$ cat config.mk
export PLATFORM = sky130hd
export DESIGN_NAME = matrix_frame_sequencer
export DESIGN_NICKNAME = d
export VERILOG_FILES = /design/src/rtl/matrix_frame_sequencer.sv
export SDC_FILE = /design/constraint.sdc
export NUM_CORES = 1
export LEC_CHECK = 0
export ABC_AREA = 1
export CAP_MARGIN = 10
export CORE_ASPECT_RATIO = 1.2
export CORE_MARGIN = 2
export CORE_UTILIZATION = 52
export DETAILED_ROUTE_END_ITERATION = 8
export PLACE_DENSITY = 0.94
export RECOVER_POWER = 50
export SYNTH_ARGS = -nofsm -noshare
export SYNTH_HDL_FRONTEND = slang
export SYNTH_SLANG_ARGS = --single-unit
$ cat constraint.sdc
create_clock -name clk -period 4.1 [get_ports clk]
set_clock_uncertainty 0.2 [all_clocks]
set_input_delay 0.41 -clock clk [delete_from_list [all_inputs] [get_ports clk]]
set_output_delay 0.41 -clock clk [all_outputs]
set_load 0.005 [all_outputs]
$ cat src/rtl/matrix_frame_sequencer.sv
// matrix_frame_sequencer: walks one matrix frame out of the frame buffer one
// byte per channel per step. It issues new_image / new_column / next_data
// command pulses to output_module, paced by tx_finish.
// Optional build macro: MATRIX_SEQ_TEST_PATTERN_EN. When it is defined,
// test_pattern=1 loads a generated pattern instead of frame buffer data.
//
// Command handshake with output_module: a command is issued only while
// tx_finish=1. It is a single-cycle pulse. output_module acknowledges it by
// dropping tx_finish and signals completion by raising it again. data_in holds
// still from LOAD until that completion is seen.
module matrix_frame_sequencer #(
    parameter int CHANNEL_NUMBER   = 3,
    parameter int SPI_SIZE         = 8,
    parameter int BYTES_PER_MATRIX = 384,
    parameter int COLUMN_BYTES     = 24,
    parameter int ACK_TIMEOUT      = 15
) (
    input  logic                                  clk,
    input  logic                                  rst_n,
    input  logic                                  frame_start,
    output logic [$clog2(BYTES_PER_MATRIX)-1:0]   rd_addr,
    output logic                                  rd_en,
    input  logic [CHANNEL_NUMBER*SPI_SIZE-1:0]    rd_data,
    input  logic                                  test_pattern,
    output logic [SPI_SIZE-1:0]                   data_in [CHANNEL_NUMBER],
    output logic                                  new_image,
    output logic                                  new_column,
    output logic                                  next_data,
    input  logic                                  tx_finish,
    output logic                                  busy,
    output logic                                  frame_done,
    output logic                                  error
);
    localparam int AW = $clog2(BYTES_PER_MATRIX);
    localparam int CW = $clog2(COLUMN_BYTES);
    localparam int TW = $clog2(ACK_TIMEOUT + 1);
    localparam int DW = CHANNEL_NUMBER * SPI_SIZE;

    typedef enum logic [2:0] {
        IDLE, FETCH, LOAD, ISSUE, ACK, DONE_WAIT
    } state_t;

    state_t          state_q, state_d;
    logic [AW-1:0]   byte_idx_q, byte_idx_d;
    logic [CW-1:0]   col_q, col_d;
    logic [TW-1:0]   tmo_q, tmo_d;
    logic [DW-1:0]   data_q, data_d;
    logic            rd_en_q, rd_en_d;
    logic            new_image_q, new_image_d;
    logic            new_column_q, new_column_d;
    logic            next_data_q, next_data_d;
    logic            busy_q, busy_d;
    logic            frame_done_q, frame_done_d;
    logic            error_q, error_d;

    logic            pat_sel;
    logic [DW-1:0]   pat_data;

`ifdef MATRIX_SEQ_TEST_PATTERN_EN
    assign pat_sel = test_pattern;

    // Light one channel per third of the frame: ch0, then ch1, then ch2.
    always_comb begin
        pat_data = '0;
        for (int i = 0; i < CHANNEL_NUMBER; i++) begin
            if ((i == 0 && int'(byte_idx_q) < 128) ||
                (i == 1 && int'(byte_idx_q) >= 128 && int'(byte_idx_q) < 256) ||
                (i == 2 && int'(byte_idx_q) >= 256)) begin
                pat_data[i*SPI_SIZE +: SPI_SIZE] = '1;
            end
        end
    end
`else
    logic unused_test_pattern;
    assign unused_test_pattern = test_pattern;
    assign pat_sel             = 1'b0;
    assign pat_data            = '0;
`endif

    // State register and registered outputs; reset aborts any frame at once.
    always_ff @(posedge clk or negedge rst_n) begin
        if (!rst_n) begin
            state_q      <= IDLE;
            byte_idx_q   <= '0;
            col_q        <= '0;
            tmo_q        <= '0;
            data_q       <= '0;
            rd_en_q      <= 1'b0;
            new_image_q  <= 1'b0;
            new_column_q <= 1'b0;
            next_data_q  <= 1'b0;
            busy_q       <= 1'b0;
            frame_done_q <= 1'b0;
            error_q      <= 1'b0;
        end else begin
            state_q      <= state_d;
            byte_idx_q   <= byte_idx_d;
            col_q        <= col_d;
            tmo_q        <= tmo_d;
            data_q       <= data_d;
            rd_en_q      <= rd_en_d;
            new_image_q  <= new_image_d;
            new_column_q <= new_column_d;
            next_data_q  <= next_data_d;
            busy_q       <= busy_d;
            frame_done_q <= frame_done_d;
            error_q      <= error_d;
        end
    end

    // Next-state logic. Pulses default low, so each one lasts a single cycle.
    always_comb begin
        state_d      = state_q;
        byte_idx_d   = byte_idx_q;
        col_d        = col_q;
        tmo_d        = tmo_q;
        data_d       = data_q;
        rd_en_d      = 1'b0;
        new_image_d  = 1'b0;
        new_column_d = 1'b0;
        next_data_d  = 1'b0;
        busy_d       = busy_q;
        frame_done_d = 1'b0;
        error_d      = error_q;
        case (state_q)
            IDLE: begin
                if (frame_start && tx_finish) begin
                    state_d    = FETCH;
                    byte_idx_d = '0;
                    col_d      = '0;
                    error_d    = 1'b0;
                    busy_d     = 1'b1;
                    rd_en_d    = !pat_sel;
                end
            end
            FETCH: state_d = LOAD;
            LOAD: begin
                data_d  = pat_sel ? pat_data : rd_data;
                state_d = ISSUE;
            end
            ISSUE: begin
                if (tx_finish) begin
                    if (byte_idx_q == '0)   new_image_d  = 1'b1;
                    else if (col_q == '0)   new_column_d = 1'b1;
                    else                    next_data_d  = 1'b1;
                    tmo_d   = '0;
                    state_d = ACK;
                end
            end
            ACK: begin
                if (!tx_finish) begin
                    state_d = DONE_WAIT;
                end else if (tmo_q == TW'(ACK_TIMEOUT - 1)) begin
                    error_d      = 1'b1;
                    frame_done_d = 1'b1;
                    busy_d       = 1'b0;
                    state_d      = IDLE;
                end else begin
                    tmo_d = tmo_q + 1'b1;
                end
            end
            DONE_WAIT: begin
                if (tx_finish) begin
                    if (byte_idx_q == AW'(BYTES_PER_MATRIX - 1)) begin
                        frame_done_d = 1'b1;
                        busy_d       = 1'b0;
                        state_d      = IDLE;
                    end else begin
                        byte_idx_d = byte_idx_q + 1'b1;
                        col_d      = (col_q == CW'(COLUMN_BYTES - 1)) ? '0 : col_q + 1'b1;
                        rd_en_d    = !pat_sel;
                        state_d    = FETCH;
                    end
                end
            end
            default: state_d = IDLE;
        endcase
    end

    assign rd_addr    = byte_idx_q;
    assign rd_en      = rd_en_q;
    assign new_image  = new_image_q;
    assign new_column = new_column_q;
    assign next_data  = next_data_q;
    assign busy       = busy_q;
    assign frame_done = frame_done_q;
    assign error      = error_q;

    for (genvar g = 0; g < CHANNEL_NUMBER; g++) begin : g_data_out
        assign data_in[g] = data_q[g*SPI_SIZE +: SPI_SIZE];
    end

endmodule

== Yosys cells after proc, flatten, opt, wreduce, memory -nomap -nowiden ==
Index checks and enable logic that the tools add are counted.

* Flip-flop bits (word level): 52
* Bits in latches: 0
* Logic and storage cells: 95
* RAM bits: 0
* ROM bits: 0
* Memories: 0
* Input bits: 29

* Shifts and indexed selects: 0
* Multipliers: 0
* Add/sub/neg operators: 3
* Mux-type cells: 50
* Divide/modulo/power cells: 0
* Reductions and logical operators: 13
* Bitwise operators: 0
* Magnitude comparators: 0
* Equality and inequality tests: 17

{| class="wikitable"
|+ Operator list
! operator !! number
|-
| 1-bit 2-to-1 mux || 27
|-
| 9-bit 2-to-1 mux || 3
|-
| 5-bit 2-to-1 mux || 4
|-
| 3-bit case mux with 6 select lines || 1
|-
| 9-bit case mux with 2 select lines || 1
|-
| 2-bit inequality test, second input constant || 8
|-
| 4-bit AND reduction || 4
|-
| 3-bit 2-to-1 mux || 5
|-
| 4-bit 2-to-1 mux || 3
|-
| 5-bit case mux with 2 select lines || 1
|-
| 9-bit by 1-bit adder with 9-bit output, second input constant || 1
|-
| 9-bit equality test, second input constant || 1
|-
| 9-bit zero test || 1
|-
| 4-bit case mux with 2 select lines || 1
|-
| 3-bit by 2-bit equality test with 1-bit output, second input constant || 2
|-
| 3-bit equality test, second input constant || 2
|-
| 1-bit case mux with 2 select lines || 3
|-
| 6-bit AND reduction || 1
|-
| 2-bit nonzero test || 3
|-
| 5-bit by 1-bit adder with 5-bit output, second input constant || 1
|-
| 5-bit equality test, second input constant || 1
|-
| 5-bit zero test || 1
|-
| 4-bit by 1-bit adder with 4-bit output, second input constant || 1
|-
| 4-bit equality test, second input constant || 1
|-
| other kinds (6) || 6
|}

== Logic depth before layout (Yosys ltp) ==
Gate-level depths: netlist of the first run.

* Depth in word-level cells: 5
* Mapped depth: 10
* Gate-level depth less buffers: 10

== Worst setup path before layout of the first run ==
OpenSTA, ideal clock, no wires.

* Path type: register to register
* Start: register byte_idx_q[0] (netlist: rd_addr[0])
* End: register byte_idx_q[3] (netlist: rd_addr[3])
* Cell stages (with the launch flop): 10
* Setup slack: 2.459 ns
* Data arrival time: 1.376 ns
* Data required time: 3.835 ns
* Path through: dfrtp_1 -> ha_1 -> nand3_2 -> clkinv_1 -> nand3_1 -> nand3_1 -> nand2_2 -> buf_6 -> nand2_1 -> nand2_1

* Cells in the longest elaborated chain, start to end: 4

{| class="wikitable"
|+ Ends and longest elaborated chain
! item !! line !! source
|-
| start: declaration || 44 || <nowiki>logic [AW-1:0] byte_idx_q, byte_idx_d;</nowiki>
|-
| start signal: assignment || 97 || <nowiki>byte_idx_q <= byte_idx_d;</nowiki>
|-
| 9-bit by 1-bit adder with 9-bit output || 169 || <nowiki>byte_idx_d = byte_idx_q + 1'b1;</nowiki>
|-
| 9-bit 2-to-1 mux || 164 || <nowiki>if (byte_idx_q == AW'(BYTES_PER_MATRIX - 1)) begin</nowiki>
|-
| 9-bit 2-to-1 mux || 163 || <nowiki>if (tx_finish) begin</nowiki>
|-
| 9-bit case mux with 2 select lines || 125 || <nowiki>case (state_q)</nowiki>
|}

Several ways; a longest one is shown, not always the timed one. The select of a mux whose other input is x is not followed.
A chain may end at the register's enable or synchronous reset.

== Final worst setup path of the first run ==
* Start: register state_q[2]
* End: register data_q[5]

* Cells in the longest elaborated chain, start to end: 1

{| class="wikitable"
|+ Ends and longest elaborated chain
! item !! line !! source
|-
| start: declaration || 43 || <nowiki>state_t state_q, state_d;</nowiki>
|-
| start signal: assignment || 96 || <nowiki>state_q <= state_d;</nowiki>
|-
| 3-bit by 2-bit equality test with 1-bit output || 125 ||
|-
| end signal: assignment || 100 || <nowiki>data_q <= data_d;</nowiki>
|-
| end: declaration || 47 || <nowiki>logic [DW-1:0] data_q, data_d;</nowiki>
|}

No other way between the ends.

==> results.md, run 1 <==
* Outcome: finished clean
* Hold crit path type: in2async
* DRT iter0 DRCs at between 200 and 250
* Synthesized area per cell at between 7 and 8 um2
* Post-CTS sizing at 0
* Hold Vio Cnt, Final at 0
* Fmax at approximately 430 MHz
* Die span in x at between 60 and 70 um
* Area grow syn2layout at 29.3%
* Register area share after synthesis at 49.7%
* Via count at 2376
* Setup TNS Final at 0 ns
* Sink Count at 52
* ANT nets after route at 0
* CORE AREA at ~5000 um2
* CP required at about 4.2 ns
* Placed cells at between 400 and 500
* Most frequent cells in the layout: 164 x nand2_1, 52 x dfrtp_1, 52 x clkdlybuf4s50_1, 32 x nor2_1, 28 x inv_1
* H-tree depth at 2
* Worst VDD drop at between 0.4 and 0.5 mV
* CP Max Fanout at 26
* CP arrival at roughly 2.4 ns
* DR pass1 iterations at 4
* Min cycle time layout at approximately 2.3 ns
* First-pass GRT wire length at between 9 and 10 mm
* Vias in the first global route at 2228
* Cells after synthesis at roughly 350
* HPWL Detailed at ~4.2 mm
* Leak Pwr at roughly 0.0017 uW
* Post-CTS Setup Bufs at 0
* Post-synth net total at approximately 380
* Max_cap viols at 0
* Cell Count, Final, Fillers Out at between 400 and 500
* Worst rel slew slack at a little over half
* Netlist cell types at 27
* Critical Path Start Type: flip-flop
* Final #Nets at about 450
* Layout cells sized above 1 at under 10%
* # hold bufs at CTS at 0
* Synth top area cells: dfrtp_1 50%, nand2_1 24%, nor2_1 4.6%
* Commonest non-fill, non-tap cell in the layout: nand2_1
* Gr ovfl total at 0
* Setup crit end kind: flip-flop
* Largest net degree at the start of global routing at 53
* Cts bufs inserted at 5
* TritonCTS clock tree: done
* Final Cycle Share at between 50% and 60%
* Worst Setup Path Type: reg2reg
* I/O Buffers at 67
* Clk Latency, worst-skew pair at around 0.32 ns
* Die area at around 5600 um2
* Yosys top cell by area: dfrtp_1
* Worst-path clk slew at approximately 0.10 ns
* Drt drc at 0
* GP Congestion at approximately 0.83
* Pwr Density at ~560 nW/um2
* Final wirelength at 6.02 mm
* Flops & latches, synth at 52
* RSZ-0062 raised after global routing: no
* Antenna violations before repair at 0
* Std cell rows at 28
* Post-synth top area share at 49.7%
* Yosys warns at 0
* Ant diodes at 0
* Least-Margin Pin Slew at slightly below 0.7 ns
* Pins over their slew limit at 0
* Clk root buf: clkbuf_8
* Die height at ~82 um
* Starting Density at a little over half
* Final setup vio count at 0
* Drt via density at between 5 and 6
* GR Util All Layers at between 20 and 25%
* I/O pins at 69
* Clock buffer depth at 2
* Wire per inst at around 13 um
* Netlist Area Pre-Place at around 2600 um2
## state kept, by name, summed over array words and instances (netlist names)
signal      flops
busy            1
col_q           5
data_q         24
error           1
frame_done      1
new_column      1
new_image       1
next_data       1
rd_addr         9
rd_en           1
state_q         3
tmo_q           4
## critical path: stages (launching register included)
cell	delay (ns)
dfrtp_1	0.48
inv_1	0.19
nand3_2	0.45
inv_1	0.72
nand2_1	0.14
nand2_1	0.09
## Yosys cell counts
library cell and number:
nand2_1 164, dfrtp_1 52, nor2_1 32, inv_1 28
nand3_1 20, ha_1 6, nand4_1 5, o21ai_0 5
buf_2 3, buf_4 3, nand2_2 3, nor2_2 3
nor3_1 3, a21oi_1 2, clkbuf_1 2, nand3_2 2
xnor2_1 2, xor2_1 2, buf_6 1, buf_8 1
clkinv_1 1, inv_2 1, nand2_4 1, nand3b_1 1
nor2_4 1, nor3_2 1, nor3b_1 1
## cell families after synthesis
logic type / count (synthesis) / synth area share (%)
buf+inv: 40 / 7.03
fa+ha+maj: 6 / 2.87
simple gates: 237 / 37.7
compound gates: 7 / 1.34
flops: 52 / 49.7
xor+xnor: 4 / 1.34
## cell type report
cell class	count	area (um2)
repair buffers	68	673
multi-input cells	254	1130
clock buffers	6	72.6
fillers	390	1520
clock inverters	2	16.3
well taps	60	75.1
flip-flops and latches	52	1300
inverters	30	113
## report_power, final
group	total, uW	internal, uW	switching (uW)
Sequential	784	676	108
Clock	298	122	176
Combinational	801	379	422
Total	1880	1180	705
## path summary, 6_finish.rpt
path	from	end	slack [ns]	cells past startpoint
max in group asynchronous	rst_n	state_q[0]	3.25	2
max reg2reg	state_q[2]	data_q[5]	1.77	5
min	rst_n	data_q[18]	0.0008	2
max	state_q[2]	data_q[5]	1.77	5
min reg2reg	data_q[5]	data_q[5]	0.28	2
min in group clk	data_q[5]	data_q[5]	0.28	2
## metrics by stage
stage          cell area [um2]  total power, uW  util [%]  hold slack (ns)  worst slack [ns]
3_5_place_dp              3290             1620      67.2            0.263              1.75
2_1_floorplan             2620             1230         -          -0.0856              2.46
6_report                  3380             1880      69.0         0.000810              1.77
4_1_cts                   3380             1920      69.0           0.0256              1.75
5_1_grt                   3380             2040      69.0           0.0540              1.56
3_3_place_gp              3290             1580      67.2            0.260              1.80
## layer usage
layer / vias up / GRT usage, % / part of all wire, %
met3: 12 / 4.66 / 4.5
met5: - / 0 / 0
li1: 1184 / - / -
met4: 0 / 10.4 / 2.0
met2: 69 / 38.0 / 54
met1: 1111 / 26.0 / 40
(Power assumes the default switching activity.)
==> run 2, diff against run 1 <==
--- a/config.mk
+++ b/config.mk
@@ -9,9 +9,9 @@
 export CAP_MARGIN = 10
 export CORE_ASPECT_RATIO = 1.2
 export CORE_MARGIN = 2
-export CORE_UTILIZATION = 52
+export CORE_UTILIZATION = 44
 export DETAILED_ROUTE_END_ITERATION = 8
-export PLACE_DENSITY = 0.94
+export PLACE_DENSITY = 0.85
 export RECOVER_POWER = 50
 export SYNTH_ARGS = -nofsm -noshare
 export SYNTH_HDL_FRONTEND = slang
==> constraint.sdc (replaced) <==
create_clock -name clk -period 1.88 [get_ports clk]
set_clock_uncertainty 0.2 [all_clocks]
set_input_delay 0.188 -clock clk [delete_from_list [all_inputs] [get_ports clk]]
set_output_delay 0.188 -clock clk [all_outputs]
set_load 0.005 [all_outputs]
==> run 2 against run 1 <==
- non-clock buffer count grew 12
- largest power group unchanged
- utilization shrank 7.5 points
- critical endpoint is now col_q[4]
- register-to-register slack lost 1.7 ns
- routed wire length grew 0.38%
- worst setup slack lost 1.7 ns
- highest routed layer unchanged
==> results.md, run 2 (synthesis gave the netlist of run 1 again) <==
* Cts bufs inserted at 5 (unchanged)
* R2R cell count at 8 (+3)
* Final wirelength at 6.04 mm (+0.38%)
* Top reg by flops: data_q
* Setup Slack @ Placement at 0.0852 ns (-1.67 ns)
* Std cell rows at 30 (+7.1%)
* Gr ovfl total at 0 (unchanged)
* Die span in x at 74.4 um (+8.2%)
* Worst rel slew slack at 53.1% (-0.70 points)
* RSZ-0062 raised after global routing: yes
* Clk Latency, worst-skew pair at 0.31 ns (about the same)
* Worst VDD drop at 0.845 mV (+96%)
* Ant diodes at 0 (unchanged)
* Commonest non-fill, non-tap cell in the layout: nand2_1
* Outcome: finished clean
* Grt peak-use layer: met2
* Leak Pwr at 0.00179 uW (+3.6%)
* # fillers at 504 (+29%)
* Final #Nets at 458 (+2.7%)
* CP arrival at 1.85 ns (-0.54 ns)
* FF-to-FF setup slack at 0.09 ns (-1.68 ns)
* Setup crit end kind: flip-flop
* CORE AREA at 5710 um2 (+16%)
* Layout cells sized above 1 at 7.78% (+2.7 points)
* Starting Density at 45.9% (-7.5 points)
* Vias in the first global route at 2263 (+1.6%)
* Area grow syn2layout at 34.1%
* Worst r2r src: state_q[1]
* Sink Count at 52 (unchanged)
* Sequential Area at 1300 um2 (unchanged)
* Worst Setup Path Type: reg2reg
* Antenna violations before repair at 0 (unchanged)
* Hold crit path type: in2reg
* Tot Pwr at 4170 uW (+120%)
* I/O Buffers at 67 (unchanged)
* Pwr Density at 1190 nW/um2 (+110%)
* Final Cycle Share at 95.1% (+38 points)
* Met3 Usage GRT at 3.64% (-1.0 points)
* Max_cap viols at 0 (unchanged)
* Drt via density at 4.75 (-5.7%)
* RR Endpoint: col_q[4]
* Clock buffer depth at 2 (unchanged)
* DRT iter0 DRCs at 139 (-42%)
* Global-route met2 utilization at 34.4% (-3.5 points)
* Setup TNS Final at 0 ns (unchanged)
* Most frequent cells in the layout: 164 x nand2_1, 52 x dfrtp_1, 51 x clkdlybuf4s50_1, 32 x nor2_1, 27 x inv_1
* Drt drc at 0 (unchanged)
* Clk root buf: clkbuf_8
* I/O pins at 69 (unchanged)
* Least-Margin Pin Slew at 0.703 ns (+0.0113 ns)
* Largest register FFs at 24 (unchanged)
* CP Max Fanout at 7 (-73%)
* First-pass GRT wire length at 9.64 mm (+2.6%)
* Pins over their slew limit at 0 (unchanged)
* Min cycle time layout at 1.79 ns (-0.543 ns)
* Die height at 88.5 um (+8.3%)
* Via count at 2393 (+0.72%)
* Fmax at 559 MHz (+30%)
* HPWL Detailed at 4.47 mm (+5.2%)
* DR pass1 iterations at 4 (unchanged)
* Die area at 6580 um2 (+17%)
* ANT nets after route at 0 (unchanged)
* Placed instance area at 3400 um2 (+3.2%)
* Worst-path clk slew at 0.10 ns (about the same)
* Hold depth at 3
* Final setup margin at 0.0924 ns (-1.68 ns)
* Multi-input logic area at 1140 um2 (+0.44%)
* Hold_sp: rd_data[5]
* GP Congestion at 0.917 (+11%)
* Critical Path Start Type: flip-flop
* Hold Vio Cnt, Final at 0 (unchanged)
* TritonCTS clock tree: done
* GR Util All Layers at 18.9% (-3.2 points)
* Final Cell Area at 3510 um2 (+3.7%)
* CP required at 1.94 ns (-2.22 ns)
* Wire per inst at 12.0 um (-6.0%)
* Met1 Use GR at 21.1% (-5.0 points)
* Hold Path End: data_q[5]
* Largest net degree at the start of global routing at 53 (unchanged)
* H-tree depth at 2 (unchanged)
* Final setup vio count at 0 (unchanged)
[run 2: cell count changes in the layout (fill, tap and decap cells not counted), sizes merged]
cell and change:
inv -1, buf +10, clkdlybuf4s50 -1, dlygate4sd3 +2
clkinvlp +1, clkbuf +1
[run 2: layout make-up]
type / count / area share [%]
timing repair buffer: 80 / 21.8
clock buffer: 6 / 2.07
tap: 80 / 2.85
multi-input combinational: 254 / 32.4
clock inverter: 2 / 0.463
sequential: 52 / 37.1
inverter: 30 / 3.32
[run 2: timing repair]
action	CTS	global route
gates resized for setup	0	2
endpoints found under the hold margin	52	0
setup buffers	0	2
setup endpoints to repair	0	7
hold buffers	1	0
[run 2: how the worst max path moves through the flow]
stage | startpoint | to | slack [ns] | cells after the start
final | state_q[1] | col_q[4] | 0.09 | 8
after global routing | state_q[1] | col_q[4] | -0.02 | 8
after CTS | rd_addr[0] | col_q[4] | 0.07 | 8
after detailed placement | rd_addr[0] | col_q[4] | 0.09 | 8
after global placement | tx_finish | tmo_q[1] | 0.18 | 6
after floorplan | rd_addr[0] | rd_addr[3] | 0.24 | 9
[run 2: per-layer routing]
layer	up-vias	wire [um]
li1	1209	-
met1	1109	2420
met4	0	163
met5	-	0
met3	12	204
met2	63	3260
[run 2: power breakdown]
group	switching, uW	total (uW)	internal (uW)	leakage (uW)
logic	967	1840	876	0.00107
registers	214	1690	1480	0.000675
clock network	372	638	265	0.0000414
[run 2: critical path, stage by stage, from the launching register on]
cell and delay [ns]:
dfrtp_1 0.43, inv_1 0.11, nand2_1 0.15, nor2_4 0.22, clkinvlp_4 0.21, buf_4 0.19, nor2_1 0.10, nand2_1 0.07
nand2_1 0.07
[run 2: per-stage QoR]
step	hold slack, ns	cells	util [%]
after floorplan	-0.308	346	-
after global placement	-0.00107	493	59.6
after detailed placement	0.00231	493	59.6
after CTS	0.189	502	61.3
after global routing	0.196	504	61.5
final	0.194	504	61.5
